==> config.mk <==
export PLATFORM = sky130hd
export DESIGN_NAME = fp_mant_div_seq
export DESIGN_NICKNAME = d
export VERILOG_FILES = /design/src/rtl/fp_div_pkg.sv /design/src/rtl/fp_div_step.sv /design/src/rtl/fp_mant_div_seq.sv
export SDC_FILE = /design/constraint.sdc
export NUM_CORES = 1
export LEC_CHECK = 0
export BUFFER_PORTS_ARGS = -buffer_cell sky130_fd_sc_hd__buf_2
export CAP_MARGIN = 0
export CORE_UTILIZATION = 63
export CTS_BUF_LIST = sky130_fd_sc_hd__clkbuf_16
export DETAILED_ROUTE_END_ITERATION = 6
export HOLD_SLACK_MARGIN = 0.05
export PLACE_DENSITY_LB_ADDON = 0.2
export SYNTH_ARGS = -nofsm -noshare
export SYNTH_HDL_FRONTEND = slang
export SYNTH_SLANG_ARGS = --single-unit
==> constraint.sdc <==
create_clock -name clk -period 8.25 [get_ports clk]
set_clock_uncertainty 0.1 [all_clocks]
set_input_delay 1.65 -clock clk [delete_from_list [all_inputs] [get_ports clk]]
set_output_delay 1.65 -clock clk [all_outputs]
set_load 0.005 [all_outputs]
==> src/rtl/fp_div_pkg.sv <==
`default_nettype none
// ============================================================================
// Module   : fp_div_pkg
// Purpose  : Shared widths, state encoding and constants for the FP mantissa
//            divide path. The leading-one counter (N=QW) and the normaliser
//            import this package too.
// Revision : 1.0 - initial release
// ============================================================================
package fp_div_pkg;

  // Mantissa width including the hidden bit.
  localparam int MW = 24;
  // Quotient width: 1 integer bit plus MW+1 fraction bits (guard, round).
  localparam int QW = MW + 2;
  // Iteration counter width. It must be able to hold the value QW.
  localparam int CW = $clog2(QW + 1);

  // Divider FSM state encoding.
  localparam logic [1:0] IDLE = 2'd0;
  localparam logic [1:0] DIV  = 2'd1;
  localparam logic [1:0] DONE = 2'd2;

  // Quotient reported for a divide by zero.
  localparam logic [QW-1:0] QUOT_DZ = {QW{1'b1}};

endpackage : fp_div_pkg
`default_nettype wire

==> src/rtl/fp_div_step.sv <==
`default_nettype none
// ============================================================================
// Module   : fp_div_step
// Purpose  : One restoring-division step. The partial remainder is doubled
//            (except on the first step), compared against the divisor, and
//            the divisor is subtracted when it fits.
// Revision : 1.0 - initial release
// ============================================================================
module fp_div_step
  import fp_div_pkg::*;
(
  input  logic [MW:0]   r_i,
  input  logic [MW-1:0] b_i,
  input  logic          first_i,
  output logic [MW:0]   r_next_o,
  output logic          q_bit_o
);

  logic [MW:0] r_shift;
  logic [MW:0] b_ext;

  assign b_ext = {1'b0, b_i};

  // Doubling never overflows: after every step R < B < 2^MW, so 2R < 2^(MW+1).
  // The first step compares the raw dividend, which yields the integer bit.
  always_comb begin
    r_shift  = first_i ? r_i : {r_i[MW-1:0], 1'b0};
    q_bit_o  = (r_shift >= b_ext);
    r_next_o = q_bit_o ? (r_shift - b_ext) : r_shift;
  end

endmodule : fp_div_step
`default_nettype wire

==> src/rtl/fp_mant_div_seq.sv <==
`default_nettype none
// ============================================================================
// Module   : fp_mant_div_seq
// Purpose  : Iterative radix-2 restoring divider for single-precision
//            mantissas, one quotient bit per clock. quot = floor(a/b*2^(QW-1)),
//            sticky flags a non-zero final remainder, dz flags b == 0.
// Revision : 1.0 - initial release
// ============================================================================
module fp_mant_div_seq
  import fp_div_pkg::*;
(
  input  logic          clk,
  input  logic          rst_n,
  input  logic          flush,
  input  logic          in_valid,
  output logic          in_ready,
  input  logic [MW-1:0] mant_a,
  input  logic [MW-1:0] mant_b,
  output logic          out_valid,
  input  logic          out_ready,
  output logic [QW-1:0] quot,
  output logic          sticky,
  output logic          dz
);

  logic [1:0]    state_q, state_d;
  logic          out_valid_q;
  logic [CW-1:0] cnt_q, cnt_d;
  logic [MW:0]   rem_q, rem_d;
  logic [MW-1:0] div_q, div_d;
  logic [QW-1:0] quot_q, quot_d;
  logic          sticky_q, sticky_d;
  logic          dz_q, dz_d;

  logic [MW:0]   step_rem;
  logic          step_bit;
  logic          last_step;

  assign last_step = (cnt_q == CW'(QW - 1));

  fp_div_step u_step (
    .r_i      (rem_q),
    .b_i      (div_q),
    .first_i  (cnt_q == '0),
    .r_next_o (step_rem),
    .q_bit_o  (step_bit)
  );

  // FSM state register; out_valid is registered from the next state.
  always_ff @(posedge clk or negedge rst_n) begin
    if (!rst_n) begin
      state_q     <= IDLE;
      out_valid_q <= 1'b0;
    end else begin
      state_q     <= state_d;
      out_valid_q <= (state_d == DONE);
    end
  end

  // FSM next state; flush overrides every other transition.
  always_comb begin
    state_d = state_q;
    case (state_q)
      IDLE:    if (in_valid) state_d = DIV;
      DIV:     if (dz_q || last_step) state_d = DONE;
      DONE:    if (out_ready) state_d = IDLE;
      default: state_d = IDLE;
    endcase
    if (flush) begin
      state_d = IDLE;
    end
  end

  // FSM outputs: operands are accepted only in IDLE.
  always_comb begin
    in_ready = (state_q == IDLE);
  end

  // Datapath next state: operand load, iteration, and result finalisation.
  // Nothing changes on flush, so the last quot/sticky/dz stay visible.
  always_comb begin
    cnt_d    = cnt_q;
    rem_d    = rem_q;
    div_d    = div_q;
    quot_d   = quot_q;
    sticky_d = sticky_q;
    dz_d     = dz_q;
    if (!flush) begin
      case (state_q)
        IDLE: begin
          if (in_valid) begin
            rem_d = {1'b0, mant_a};
            div_d = mant_b;
            cnt_d = '0;
            dz_d  = (mant_b == '0);
          end
        end
        DIV: begin
          if (dz_q) begin
            quot_d   = QUOT_DZ;
            sticky_d = 1'b1;
          end else begin
            rem_d  = step_rem;
            quot_d = {quot_q[QW-2:0], step_bit};
            cnt_d  = cnt_q + CW'(1);
            if (last_step) begin
              sticky_d = |step_rem;
            end
          end
        end
        default: ;
      endcase
    end
  end

  // Datapath registers.
  always_ff @(posedge clk or negedge rst_n) begin
    if (!rst_n) begin
      cnt_q    <= '0;
      rem_q    <= '0;
      div_q    <= '0;
      quot_q   <= '0;
      sticky_q <= 1'b0;
      dz_q     <= 1'b0;
    end else begin
      cnt_q    <= cnt_d;
      rem_q    <= rem_d;
      div_q    <= div_d;
      quot_q   <= quot_d;
      sticky_q <= sticky_d;
      dz_q     <= dz_d;
    end
  end

  assign out_valid = out_valid_q;
  assign quot      = quot_q;
  assign sticky    = sticky_q;
  assign dz        = dz_q;

endmodule : fp_mant_div_seq
`default_nettype wire

==> results of run 1 <==
[final cells by class]
type	count	area [sq um]	area share, %
repair buffers	88	458	6.66
flip-flops and latches	85	2130	30.9
inverters	52	195	2.84
multi-input cells	577	3620	52.7
clock buffers	9	225	3.27
clock inverters	7	88.8	1.29
well taps	129	161	2.35
[Yosys cell counts, types with 9 or more instances]
master	count
sky130_fd_sc_hd__nand2_1	98
sky130_fd_sc_hd__nor2_1	88
sky130_fd_sc_hd__dfrtp_1	85
sky130_fd_sc_hd__o21ai_0	61
sky130_fd_sc_hd__a21oi_1	60
sky130_fd_sc_hd__inv_1	52
sky130_fd_sc_hd__clkbuf_1	27
sky130_fd_sc_hd__ha_1	27
sky130_fd_sc_hd__mux2i_1	26
sky130_fd_sc_hd__nor3_1	18
sky130_fd_sc_hd__nand3_1	13
sky130_fd_sc_hd__nand4_1	13
sky130_fd_sc_hd__mux2_2	11
sky130_fd_sc_hd__a21o_1	10
sky130_fd_sc_hd__nand2b_1	10
sky130_fd_sc_hd__buf_2	9
[power breakdown]
part	switching (mW)	leakage (nW)	internal, mW
Sequential	0.108	0.994	0.553
Clock	0.193	0.152	0.243
Combinational	1.49	2.06	0.881
[worst paths after layout]
kind | endpoint | cells past startpoint | start
max | sticky | 16 | cnt_q[1]
min | rem_q[10] | 2 | rem_q[10]
max reg2reg | sticky | 16 | cnt_q[1]
min reg2reg | rem_q[10] | 2 | rem_q[10]
max in group asynchronous | quot[5] | 1 | rst_n
min in group asynchronous | div_q[6] | 1 | rst_n
[worst max-delay path, delay by kind of cell, from the launching register on]
family          cells  cell delay, ps
fa+ha+maj           2             690
buf+inv             3             590
compound gates      6            1470
flops               1             410
simple gates        4            1140
mux                 1             360
[metal layers]
layer,vias to the layer above,wire [um],share of wire [%]
met1,2861,7670,42
met3,62,1440,7.9
met4,0,795,4.4
met2,267,8370,46
li1,2814,-,-
met5,-,0,0
[kinds of logic (layout without fill, tap and decap cells)]
kind of cell    after synthesis  count (layout)
flops                        85              85
buf+inv                      94             156
compound gates              215             215
xor+xnor                     11              11
fa+ha+maj                    28              28
simple gates                285             285
mux                          38              38
[sequential cells by signal, summed over array words and instances, names as in the netlist]
signal     cells
rem_q         25
div_q         24
out_valid      1
dz             1
state_q        2
quot          26
cnt_q          5
sticky         1
[per-stage QoR]
stage               utilization, %  std cells  area [sq um]  hold slack [ps]  power (mW)
floorplan                        -        756          6130              352        2.40
global placement              70.4        931          6560              376        2.91
detailed placement            70.4        931          6560              374        2.94
CTS                           73.7        947          6880              391        3.40
global route                  73.7        947          6880              444        3.71
finish                        73.7        947          6880              393        3.47
==> impl_metrics.env, run 1 <==
export IMPL_io_pin_count=83
export IMPL_dominant_combinational_cell_family_by_area_after_synthesis="compound AO/OA/AOI/OAI gates"
export IMPL_clock_latency_ps=350
export IMPL_synthDominantAreaCellType="sky130_fd_sc_hd__dfrtp_1"
export IMPL_peakVddDrop_mv=0.211
export IMPL_yosys_warnings=0
export IMPL_synth_edff_count=0
export IMPL_async_flop_share_pct=100
export IMPL_timing_worst_setup_path_type="flip-flop to flip-flop"
export IMPL_layout_commonest_cell="sky130_fd_sc_hd__nand2_1"
export IMPL_total_leakage_power_nw=3.20
export IMPL_worstPathCellList="inv_1 > ha_1 > nor4b_4 > buf_4 > mux2i_1 > inv_1 > ha_1 > o21ai_0 > o211ai_1 > nand4_1 > a211oi_4 > or3_4 > o21ai_0 > or2_1 > a311o_1 > o22a_1"
export IMPL_yosys_area_share_adder_pct=5.83
export IMPL_grt_first_pass_wirelength_um=28800
export IMPL_timing_max_cap_violations=0
export IMPL_setup_viol=0
export IMPL_compound_gate_portion_of_the_synthesized_area_pct=22.6
export IMPL_grt_met2_usage_pct=58.2
export IMPL_global_route_usage_met1_pct=50.8
export IMPL_syn_to_final_growth_pct=12.1
export IMPL_max_clock_path_buffers=2
export IMPL_cts_tree="built"
export IMPL_run_status="completed"
export IMPL_groute_usage_overall_pct=37.6
export IMPL_rsz_0062_raised_after_global_routing="false"
export IMPL_groute_layer_met3_usage_pct=8.46
export IMPL_cts_root_buffer_cell="sky130_fd_sc_hd__clkbuf_16"
export IMPL_synth_distinct_cells=77
export IMPL_min_period_over_period_pct=59.1
export IMPL_number_of_clock_sinks=85
export IMPL_fin_tns_setup_ps=0
export IMPL_synth_simple_area_share_pct=22.0
export IMPL_drt_pass1_iterations=7
export IMPL_synth_mux_area_share_pct=6.51
export IMPL_finalWeightedCongestion=0.961
export IMPL_fillers=723
export IMPL_floorplan_initialDensity_pct=65.8
export IMPL_worst_r2r_setup_slack_ps=3380
export IMPL_hold_path_class="flip-flop to flip-flop"
export IMPL_antenna_violating_nets_post_route=0
export IMPL_placement_rows=35
export IMPL_synth_net_count=837
export IMPL_avgSynthCellArea_sq_um=8.11
export IMPL_grt_start_max_net_pins=86
export IMPL_worst_path_largest_cell_delay_ps=530
export IMPL_avgRoutedWirePerCell_um=19.3
export IMPL_timing_critical_path_slowest_stage_cell="sky130_fd_sc_hd__ha_1"
export IMPL_worst_setup_path_start_kind="flip-flop"
export IMPL_layout_common_cells="98 x sky130_fd_sc_hd__nand2_1, 86 x sky130_fd_sc_hd__nor2_1, 85 x sky130_fd_sc_hd__dfrtp_1, 81 x sky130_fd_sc_hd__buf_2, 61 x sky130_fd_sc_hd__o21ai_0"
export IMPL_floorplan_die_area_sq_um=10100
export IMPL_cts_resized=0
export IMPL_worstMarginPinSlew_ps=1120
export IMPL_clock_tree_htree_level_count=3
export IMPL_postSynthCellCount=756
export IMPL_io_buffers=82
export IMPL_finalMaxSlewViolations=0
export IMPL_postCtsSetupRepairBufs=0
export IMPL_post_synth_main_area_contributors="sky130_fd_sc_hd__dfrtp_1 35%, sky130_fd_sc_hd__nand2_1 6.0%, sky130_fd_sc_hd__ha_1 5.5%"
export IMPL_drt_iter0_markers=616
export IMPL_dpl_hpwl_um=13700
export IMPL_mappedNetlistArea_sq_um=6130
export IMPL_synth_xor_area_share_pct=1.57
export IMPL_die_h_um=101
export IMPL_via_count=6004
export IMPL_worst_setup_path_end_kind="flip-flop"
export IMPL_final_setup_worst_slack_ps=3380
export IMPL_antenna_found_initial=0
export IMPL_number_of_hold_repair_buffers_added_at_the_cts_stage=0
export IMPL_fp_coreArea_sq_um=9330
export IMPL_clkSlewWorstSetupHoldPaths_ps=80
export IMPL_maxSlewHeadroom_pct=24.8
export IMPL_synth_largest_type_area_fraction_pct=34.7
export IMPL_max_freq_mhz=205
export IMPL_gr_max_usage_layer="met2"
export IMPL_synth_sequential_area_ratio_pct=34.7
export IMPL_nNetsFinal=894
export IMPL_overflow=0
export IMPL_finalWorstPathRequiredPeriod_ps=4870
export IMPL_cp_required_ps=8390
export IMPL_final_hold_viol_count=0
export IMPL_arrival_ps=5010
export IMPL_first_global_vias=5613
export IMPL_drt_wl_total_um=18300
export IMPL_critPathMaxFanout=29
export IMPL_dominantRegCellSynth="sky130_fd_sc_hd__dfrtp_1"
export IMPL_power_density_nw_per_um2=505
export IMPL_numCtsBuffers=9
export IMPL_synth_ff_latch_count=85
export IMPL_place_ws_ps=3500
export IMPL_chipWidth_um=101
export IMPL_diodes=0
export IMPL_drc=0
export IMPL_routed_via_density=6.34
export IMPL_drive_above_1_share_pct=16.9
Power figures use the tool's default switching activity.
==> inputs of run 2 (changes only) <==
--- a/config.mk
+++ b/config.mk
@@ -7,7 +7,7 @@
 export LEC_CHECK = 0
 export BUFFER_PORTS_ARGS = -buffer_cell sky130_fd_sc_hd__buf_2
 export CAP_MARGIN = 0
-export CORE_UTILIZATION = 63
+export CORE_UTILIZATION = 59
 export CTS_BUF_LIST = sky130_fd_sc_hd__clkbuf_16
 export DETAILED_ROUTE_END_ITERATION = 6
 export HOLD_SLACK_MARGIN = 0.05
==> constraint.sdc (replaced) <==
create_clock -name clk -period 4.95 [get_ports clk]
set_clock_uncertainty 0.1 [all_clocks]
set_input_delay 0.99 -clock clk [delete_from_list [all_inputs] [get_ports clk]]
set_output_delay 0.99 -clock clk [all_outputs]
set_load 0.005 [all_outputs]
==> run 2 against run 1 <==
  * Sequential share of layout area down 0.10 points
  * Setup slack worse by 3000 ps
  * Non-clock buffer count up 6
  * Critical path depth unchanged
  * First-iteration DRC count up 3.6%
  * Core utilization down 4.1 points
  * Global-route usage down 4.1 points
  * Sequential power up 65%
  * Critical path type unchanged
==> impl_metrics.env, run 2 (synthesized netlist as in run 1, its figures left out) <==
export IMPL_io_pin_count=83
export IMPL_clkPwrFrac_pct=11.0
export IMPL_rsz_0062_raised_after_global_routing="false"
export IMPL_fp_coreArea_sq_um=9910
export IMPL_grt_first_pass_wirelength_um=28300
export IMPL_antenna_violating_nets_post_route=0
export IMPL_final_seq_area_sq_um=2130
export IMPL_layout_common_cells="98 x sky130_fd_sc_hd__nand2_1, 86 x sky130_fd_sc_hd__nor2_1, 85 x sky130_fd_sc_hd__dfrtp_1, 81 x sky130_fd_sc_hd__buf_2, 61 x sky130_fd_sc_hd__o21ai_0"
export IMPL_timing_max_cap_violations=0
export IMPL_io_buffers=82
export IMPL_clock_tree_htree_level_count=3
export IMPL_place_ws_ps=426
export IMPL_antenna_found_initial=0
export IMPL_critPathMaxFanout=29
export IMPL_worst_r2r_setup_slack_ps=340
export IMPL_arrival_ps=4740
export IMPL_netSwitchingFraction_pct=51.0
export IMPL_dpl_hpwl_um=13700
export IMPL_cp_required_ps=5080
export IMPL_power_share_combinational_pct=69.8
export IMPL_drc=0
export IMPL_number_of_hold_repair_buffers_added_at_the_cts_stage=0
export IMPL_total_leakage_power_nw=3.21
export IMPL_numCtsBuffers=9
export IMPL_switchingPower_mw=2.90
export IMPL_final_core_utilization_pct=69.6
export IMPL_floorplan_die_area_sq_um=10800
export IMPL_final_hold_viol_count=0
export IMPL_floorplan_initialDensity_pct=61.9
export IMPL_groute_usage_overall_pct=33.5
export IMPL_routed_via_density=6.21
export IMPL_hold_path_class="flip-flop to flip-flop"
export IMPL_multi_input_area_sq_um=3620
export IMPL_cts_tree="built"
export IMPL_clkSlewWorstSetupHoldPaths_ps=70
export IMPL_avgRoutedWirePerCell_um=18.8
export IMPL_worstPathCellList="inv_1 > ha_1 > nor4b_4 > buf_12 > mux2i_1 > inv_1 > ha_1 > and3_1 > nand4_1 > a22o_2 > a211oi_4 > or3_4 > o21ai_0 > or2_1 > a311o_1 > o22a_1"
export IMPL_chipWidth_um=104
export IMPL_postCtsSetupRepairBufs=0
export IMPL_setup_viol=0
export IMPL_min_period_over_period_pct=93.1
export IMPL_maxSlewHeadroom_pct=15.5
export IMPL_max_freq_mhz=217
export IMPL_largest_register_ffs=26
export IMPL_power_density_nw_per_um2=825
export IMPL_cts_resized=0
export IMPL_grt_start_max_net_pins=53
export IMPL_clock_latency_ps=340
export IMPL_worst_hold_slack_ps=405
export IMPL_cts_root_buffer_cell="sky130_fd_sc_hd__clkbuf_16"
export IMPL_seq_power_share_pct=19.2
export IMPL_peakVddDrop_mv=0.350
export IMPL_timing_critical_path_buf_inv=3
export IMPL_nNetsFinal=900
export IMPL_timing_critical_path_slowest_stage_cell="sky130_fd_sc_hd__ha_1"
export IMPL_worst_path_largest_cell_delay_ps=500
export IMPL_layout_commonest_cell="sky130_fd_sc_hd__nand2_1"
export IMPL_number_of_clock_sinks=85
export IMPL_run_status="completed"
export IMPL_crit_path_leading_delay_family="compound AO/OA/AOI/OAI gates"
export IMPL_worst_setup_path_end_kind="flip-flop"
export IMPL_fillers=816
export IMPL_overflow=0
export IMPL_via_count=5939
export IMPL_internal_power_mw=2.79
export IMPL_finalWeightedCongestion=0.999
export IMPL_drt_pass1_iterations=5
export IMPL_final_setup_worst_slack_ps=340
export IMPL_finalMaxSlewViolations=0
export IMPL_drive_above_1_share_pct=17.4
export IMPL_placement_rows=36
export IMPL_worst_setup_path_start_kind="flip-flop"
export IMPL_finalWorstPathRequiredPeriod_ps=4610
export IMPL_drt_wl_total_um=18000
export IMPL_timing_worst_setup_path_type="flip-flop to flip-flop"
export IMPL_worstMarginPinSlew_ps=1270
export IMPL_drt_iter0_markers=638
export IMPL_die_h_um=104
export IMPL_syn_to_final_growth_pct=12.5
export IMPL_max_clock_path_buffers=2
export IMPL_fin_tns_setup_ps=0
export IMPL_first_global_vias=5430
export IMPL_diodes=0
## run 2: cell count changes in the layout (fill, tap and decap cells not counted), sizes merged
cell      before  now
inv           56   54
clkinvlp       1    3
bufinv         1    0
clkinv         1    2
buf           88   94
## run 2: stage by stage
stage	instances	cell area (sq um)	total power [mW]
floorplan	756	6130	4.01
global placement	941	6630	4.86
detailed placement	941	6630	4.95
CTS	957	6900	5.60
global route	957	6900	6.10
finish	957	6900	5.69
## run 2: power by group through the flow
stage                     combinational [mW]  clock, mW  sequential (mW)
final                                   3.97      0.628             1.09
after global routing                    4.32      0.659             1.12
after CTS                               3.88      0.636             1.09
after detailed placement                3.86          0             1.10
after global placement                  3.78          0             1.09
after floorplan                         2.94          0             1.07
## run 2: path summary, 6_finish.rpt
check                              start         to  cells past startpoint
worst min register to register  rem_q[6]   rem_q[6]                      1
max in group asynchronous          rst_n   rem_q[4]                      2
worst min-delay path            rem_q[6]   rem_q[6]                      1
min in group asynchronous          rst_n  rem_q[23]                      1
worst max register to register  cnt_q[1]     sticky                     16
worst max-delay path            cnt_q[1]     sticky                     16
## run 2: cell type report
cell class	count	share of cell area, %
multi-input cells	577	52.5
flip-flops and latches	85	30.8
clock inverters	7	0.707
clock buffers	9	3.26
well taps	133	2.41
inverters	52	2.83
repair buffers	94	7.47
## run 2: layer usage
| metal | global-route usage [%] | vias to the layer above | part of all wire [%] |
|---|---|---|---|
| li1 | - | 2814 | - |
| met5 | 0 | - | 0 |
| met1 | 45.5 | 2840 | 44 |
| met3 | 4.76 | 40 | 6.3 |
| met4 | 13.4 | 0 | 2.9 |
| met2 | 54.1 | 245 | 47 |
## run 2: worst register-to-register path, cell delays in order (launching register included)
cell and delay (ps):
sky130_fd_sc_hd__dfrtp_1 410, sky130_fd_sc_hd__inv_1 110, sky130_fd_sc_hd__ha_1 160, sky130_fd_sc_hd__nor4b_4 240
sky130_fd_sc_hd__buf_12 240, sky130_fd_sc_hd__mux2i_1 350, sky130_fd_sc_hd__inv_1 90, sky130_fd_sc_hd__ha_1 500
sky130_fd_sc_hd__and3_1 230, sky130_fd_sc_hd__nand4_1 90, sky130_fd_sc_hd__a22o_2 330, sky130_fd_sc_hd__a211oi_4 390
sky130_fd_sc_hd__or3_4 400, sky130_fd_sc_hd__o21ai_0 140, sky130_fd_sc_hd__or2_1 240, sky130_fd_sc_hd__a311o_1 320
sky130_fd_sc_hd__o22a_1 160
==> inputs of run 3 (changes only) <==
--- a/config.mk
+++ b/config.mk
@@ -5,9 +5,10 @@
 export SDC_FILE = /design/constraint.sdc
 export NUM_CORES = 1
 export LEC_CHECK = 0
+export ABC_AREA = 1
 export BUFFER_PORTS_ARGS = -buffer_cell sky130_fd_sc_hd__buf_2
 export CAP_MARGIN = 0
-export CORE_UTILIZATION = 59
+export CORE_UTILIZATION = 58
 export CTS_BUF_LIST = sky130_fd_sc_hd__clkbuf_16
 export DETAILED_ROUTE_END_ITERATION = 6
 export HOLD_SLACK_MARGIN = 0.05
==> run 3 against run 2 <==
  * Flip-flop and latch count is the same
  * Worst hold slack lost 6.7 ps
  * Routed wire length shrank 6.3%
  * Final cell count grew 9.0%
  * Sequential share of layout area grew 0.88 points
  * Via count shrank 0.24%
  * Critical path depth grew 8
  * Setup slack gained 190 ps
  * Non-clock buffer count shrank 4
  * Critical path type unchanged
  * Highest routed layer unchanged
==> impl_metrics.env, run 3 <==
export IMPL_run_status="completed"
export IMPL_first_global_vias=5529
export IMPL_dpl_hpwl_um=13100
export IMPL_chipWidth_um=103
export IMPL_floorplan_initialDensity_pct=60.0
export IMPL_io_pin_count=83
export IMPL_compound_gate_portion_of_the_synthesized_area_pct=18.4
export IMPL_critPathMaxFanout=32
export IMPL_max_clock_path_buffers=2
export IMPL_clock_tree_htree_level_count=3
export IMPL_grt_start_max_net_pins=54
export IMPL_post_synth_main_area_contributors="sky130_fd_sc_hd__dfrtp_1 36%, sky130_fd_sc_hd__nand2_1 12%, sky130_fd_sc_hd__inv_1 8.0%"
export IMPL_drt_pass1_iterations=5
export IMPL_postSynthCellCount=834
export IMPL_die_h_um=103
export IMPL_finalWeightedCongestion=1.00
export IMPL_fin_tns_setup_ps=0
export IMPL_layout_commonest_cell="sky130_fd_sc_hd__nand2_1"
export IMPL_antenna_found_initial=0
export IMPL_synth_sequential_area_ratio_pct=36.1
export IMPL_avgRoutedWirePerCell_um=16.1
export IMPL_numCtsBuffers=9
export IMPL_worst_setup_path_end_kind="flip-flop"
export IMPL_largest_register_ffs=26
export IMPL_yosys_area_share_adder_pct=6.08
export IMPL_overflow=0
export IMPL_min_period_over_period_pct=89.3
export IMPL_worst_setup_path_start_kind="flip-flop"
export IMPL_floorplan_die_area_sq_um=10600
export IMPL_dominantRegCellSynth="sky130_fd_sc_hd__dfrtp_1"
export IMPL_groute_usage_overall_pct=33.1
export IMPL_final_hold_viol_count=0
export IMPL_antenna_violating_nets_post_route=0
export IMPL_io_buffers=82
export IMPL_drive_above_1_share_pct=15.3
export IMPL_synth_most_common_cell="sky130_fd_sc_hd__nand2_1"
export IMPL_number_of_clock_sinks=85
export IMPL_detailroute_wirelength_met3_um=842
export IMPL_arrival_ps=4550
export IMPL_mappedNetlistArea_sq_um=5890
export IMPL_finalWorstPathRequiredPeriod_ps=4420
export IMPL_grt_first_pass_wirelength_um=26400
export IMPL_synth_net_count=915
export IMPL_setup_viol=0
export IMPL_post_synth_most_frequent_cells="189 x sky130_fd_sc_hd__nand2_1, 126 x sky130_fd_sc_hd__inv_1, 92 x sky130_fd_sc_hd__o21ai_0, 85 x sky130_fd_sc_hd__dfrtp_1, 68 x sky130_fd_sc_hd__nor2_1"
export IMPL_fillers=876
export IMPL_routed_top_layer="met4"
export IMPL_synth_distinct_cells=43
export IMPL_finalMaxSlewViolations=0
export IMPL_via_count=5925
export IMPL_diodes=0
export IMPL_nNetsFinal=986
export IMPL_routed_via_density=5.68
export IMPL_async_flop_share_pct=100
export IMPL_max_freq_mhz=226
export IMPL_timing_max_cap_violations=0
export IMPL_cts_root_buffer_cell="sky130_fd_sc_hd__clkbuf_16"
export IMPL_dominant_combinational_cell_family_by_area_after_synthesis="simple AND/OR/NAND/NOR gates"
export IMPL_fp_coreArea_sq_um=9820
export IMPL_cts_tree="built"
export IMPL_syn_to_final_growth_pct=13.9
export IMPL_synth_mux_area_share_pct=0
export IMPL_number_of_hold_repair_buffers_added_at_the_cts_stage=0
export IMPL_cts_resized=0
export IMPL_wirelength_met1_um=7450
export IMPL_rsz_0062_raised_after_global_routing="false"
export IMPL_clkSlewWorstSetupHoldPaths_ps=60
export IMPL_synth_ff_latch_count=85
export IMPL_maxSlewHeadroom_pct=41.1
export IMPL_drt_wl_total_um=16800
export IMPL_drt_iter0_markers=479
export IMPL_placement_rows=36
export IMPL_synth_largest_type_area_fraction_pct=36.1
export IMPL_drc=0
export IMPL_yosys_warnings=0
export IMPL_synthDominantAreaCellType="sky130_fd_sc_hd__dfrtp_1"
export IMPL_avgSynthCellArea_sq_um=7.06
export IMPL_synth_xor_area_share_pct=1.78
export IMPL_hold_path_class="flip-flop to flip-flop"
export IMPL_wl_met2_um=8030
export IMPL_synth_simple_area_share_pct=26.6
export IMPL_cp_required_ps=5080
export IMPL_layout_common_cells="189 x sky130_fd_sc_hd__nand2_1, 127 x sky130_fd_sc_hd__inv_1, 92 x sky130_fd_sc_hd__o21ai_0, 85 x sky130_fd_sc_hd__dfrtp_1, 81 x sky130_fd_sc_hd__buf_2"
export IMPL_synth_edff_count=0
export IMPL_postCtsSetupRepairBufs=0
export IMPL_clock_latency_ps=340
export IMPL_timing_worst_setup_path_type="flip-flop to flip-flop"
export IMPL_worstMarginPinSlew_ps=881
run 3: cell count changes after synthesis, moves of 20 or more:
cell,previous run,this run
sky130_fd_sc_hd__o22ai_1,1,24
sky130_fd_sc_hd__nor2_1,88,68
sky130_fd_sc_hd__a21oi_1,60,31
sky130_fd_sc_hd__mux2i_1,26,0
sky130_fd_sc_hd__nand2_1,98,189
sky130_fd_sc_hd__o21ai_0,61,92
sky130_fd_sc_hd__nand3_1,13,47
sky130_fd_sc_hd__inv_1,52,126
sky130_fd_sc_hd__a22oi_1,0,23
run 3: metrics by stage:
step           setup slack, ps  hold WS (ps)  area [sq um]  instances  util [%]
2_1_floorplan             1620           353          5890        834         -
3_3_place_gp               690           383          6380       1027      65.0
3_5_place_dp               626           382          6380       1027      65.0
4_1_cts                    608           396          6710       1043      68.3
5_1_grt                    125           429          6710       1043      68.3
6_report                   532           399          6710       1043      68.3
run 3: cell type report:
type / count / area [sq um] / area share, %
Clock buffer: 9 / 225 / 3.36
Clock inverter: 7 / 98.8 / 1.47
Inverter: 134 / 505 / 7.53
Multi-Input combinational cell: 585 / 3110 / 46.4
Sequential cell: 85 / 2130 / 31.7
Tap cell: 133 / 166 / 2.48
Timing Repair Buffer: 90 / 473 / 7.05
run 3: cell families after synthesis:
logic type	after synthesis
compound gates	189
flops	85
xor+xnor	12
buf+inv	164
fa+ha+maj	28
simple gates	356
run 3: critical path, stage by stage, from the launching register on:
cell and delay (ps):
sky130_fd_sc_hd__dfrtp_1 400, sky130_fd_sc_hd__inv_1 110, sky130_fd_sc_hd__ha_1 150, sky130_fd_sc_hd__inv_1 60
sky130_fd_sc_hd__nor2_4 110, sky130_fd_sc_hd__nand2_2 320, sky130_fd_sc_hd__buf_4 310, sky130_fd_sc_hd__o21ai_0 290
sky130_fd_sc_hd__ha_1 360, sky130_fd_sc_hd__nand2_1 100, sky130_fd_sc_hd__nand2_1 90, sky130_fd_sc_hd__a21oi_2 200
sky130_fd_sc_hd__nand3_2 130, sky130_fd_sc_hd__nand2_1 110, sky130_fd_sc_hd__inv_2 50, sky130_fd_sc_hd__nand2_4 140
sky130_fd_sc_hd__nand3_2 270, sky130_fd_sc_hd__buf_4 310, sky130_fd_sc_hd__or2_1 240, sky130_fd_sc_hd__nand2_1 70
sky130_fd_sc_hd__nand2_1 60, sky130_fd_sc_hd__nor2_2 70, sky130_fd_sc_hd__nand3_1 80, sky130_fd_sc_hd__nor2_1 120
sky130_fd_sc_hd__nor2_1 50
run 3: routing by layer:
metal	vias up	track usage [%]
met3	39	4.41
met4	0	15.5
met2	234	55.6
li1	2876	-
met1	2776	42.3
met5	-	0
run 3: worst paths after layout:
check / startpoint / to / slack, ps / cells after the start
setup / recovery: cnt_q[1] / sticky / 530 / 24
hold / removal: div_q[2] / div_q[2] / 400 / 2
setup reg to reg: cnt_q[1] / sticky / 530 / 24
hold reg to reg: div_q[2] / div_q[2] / 400 / 2
max in group asynchronous: rst_n / sticky / 3240 / 2
min in group asynchronous: rst_n / rem_q[10] / 510 / 1
Power of run 3 is left out: the tool's default activity adds up to more than one toggle a clock period on the data nets, which glitch-free logic cannot reach.
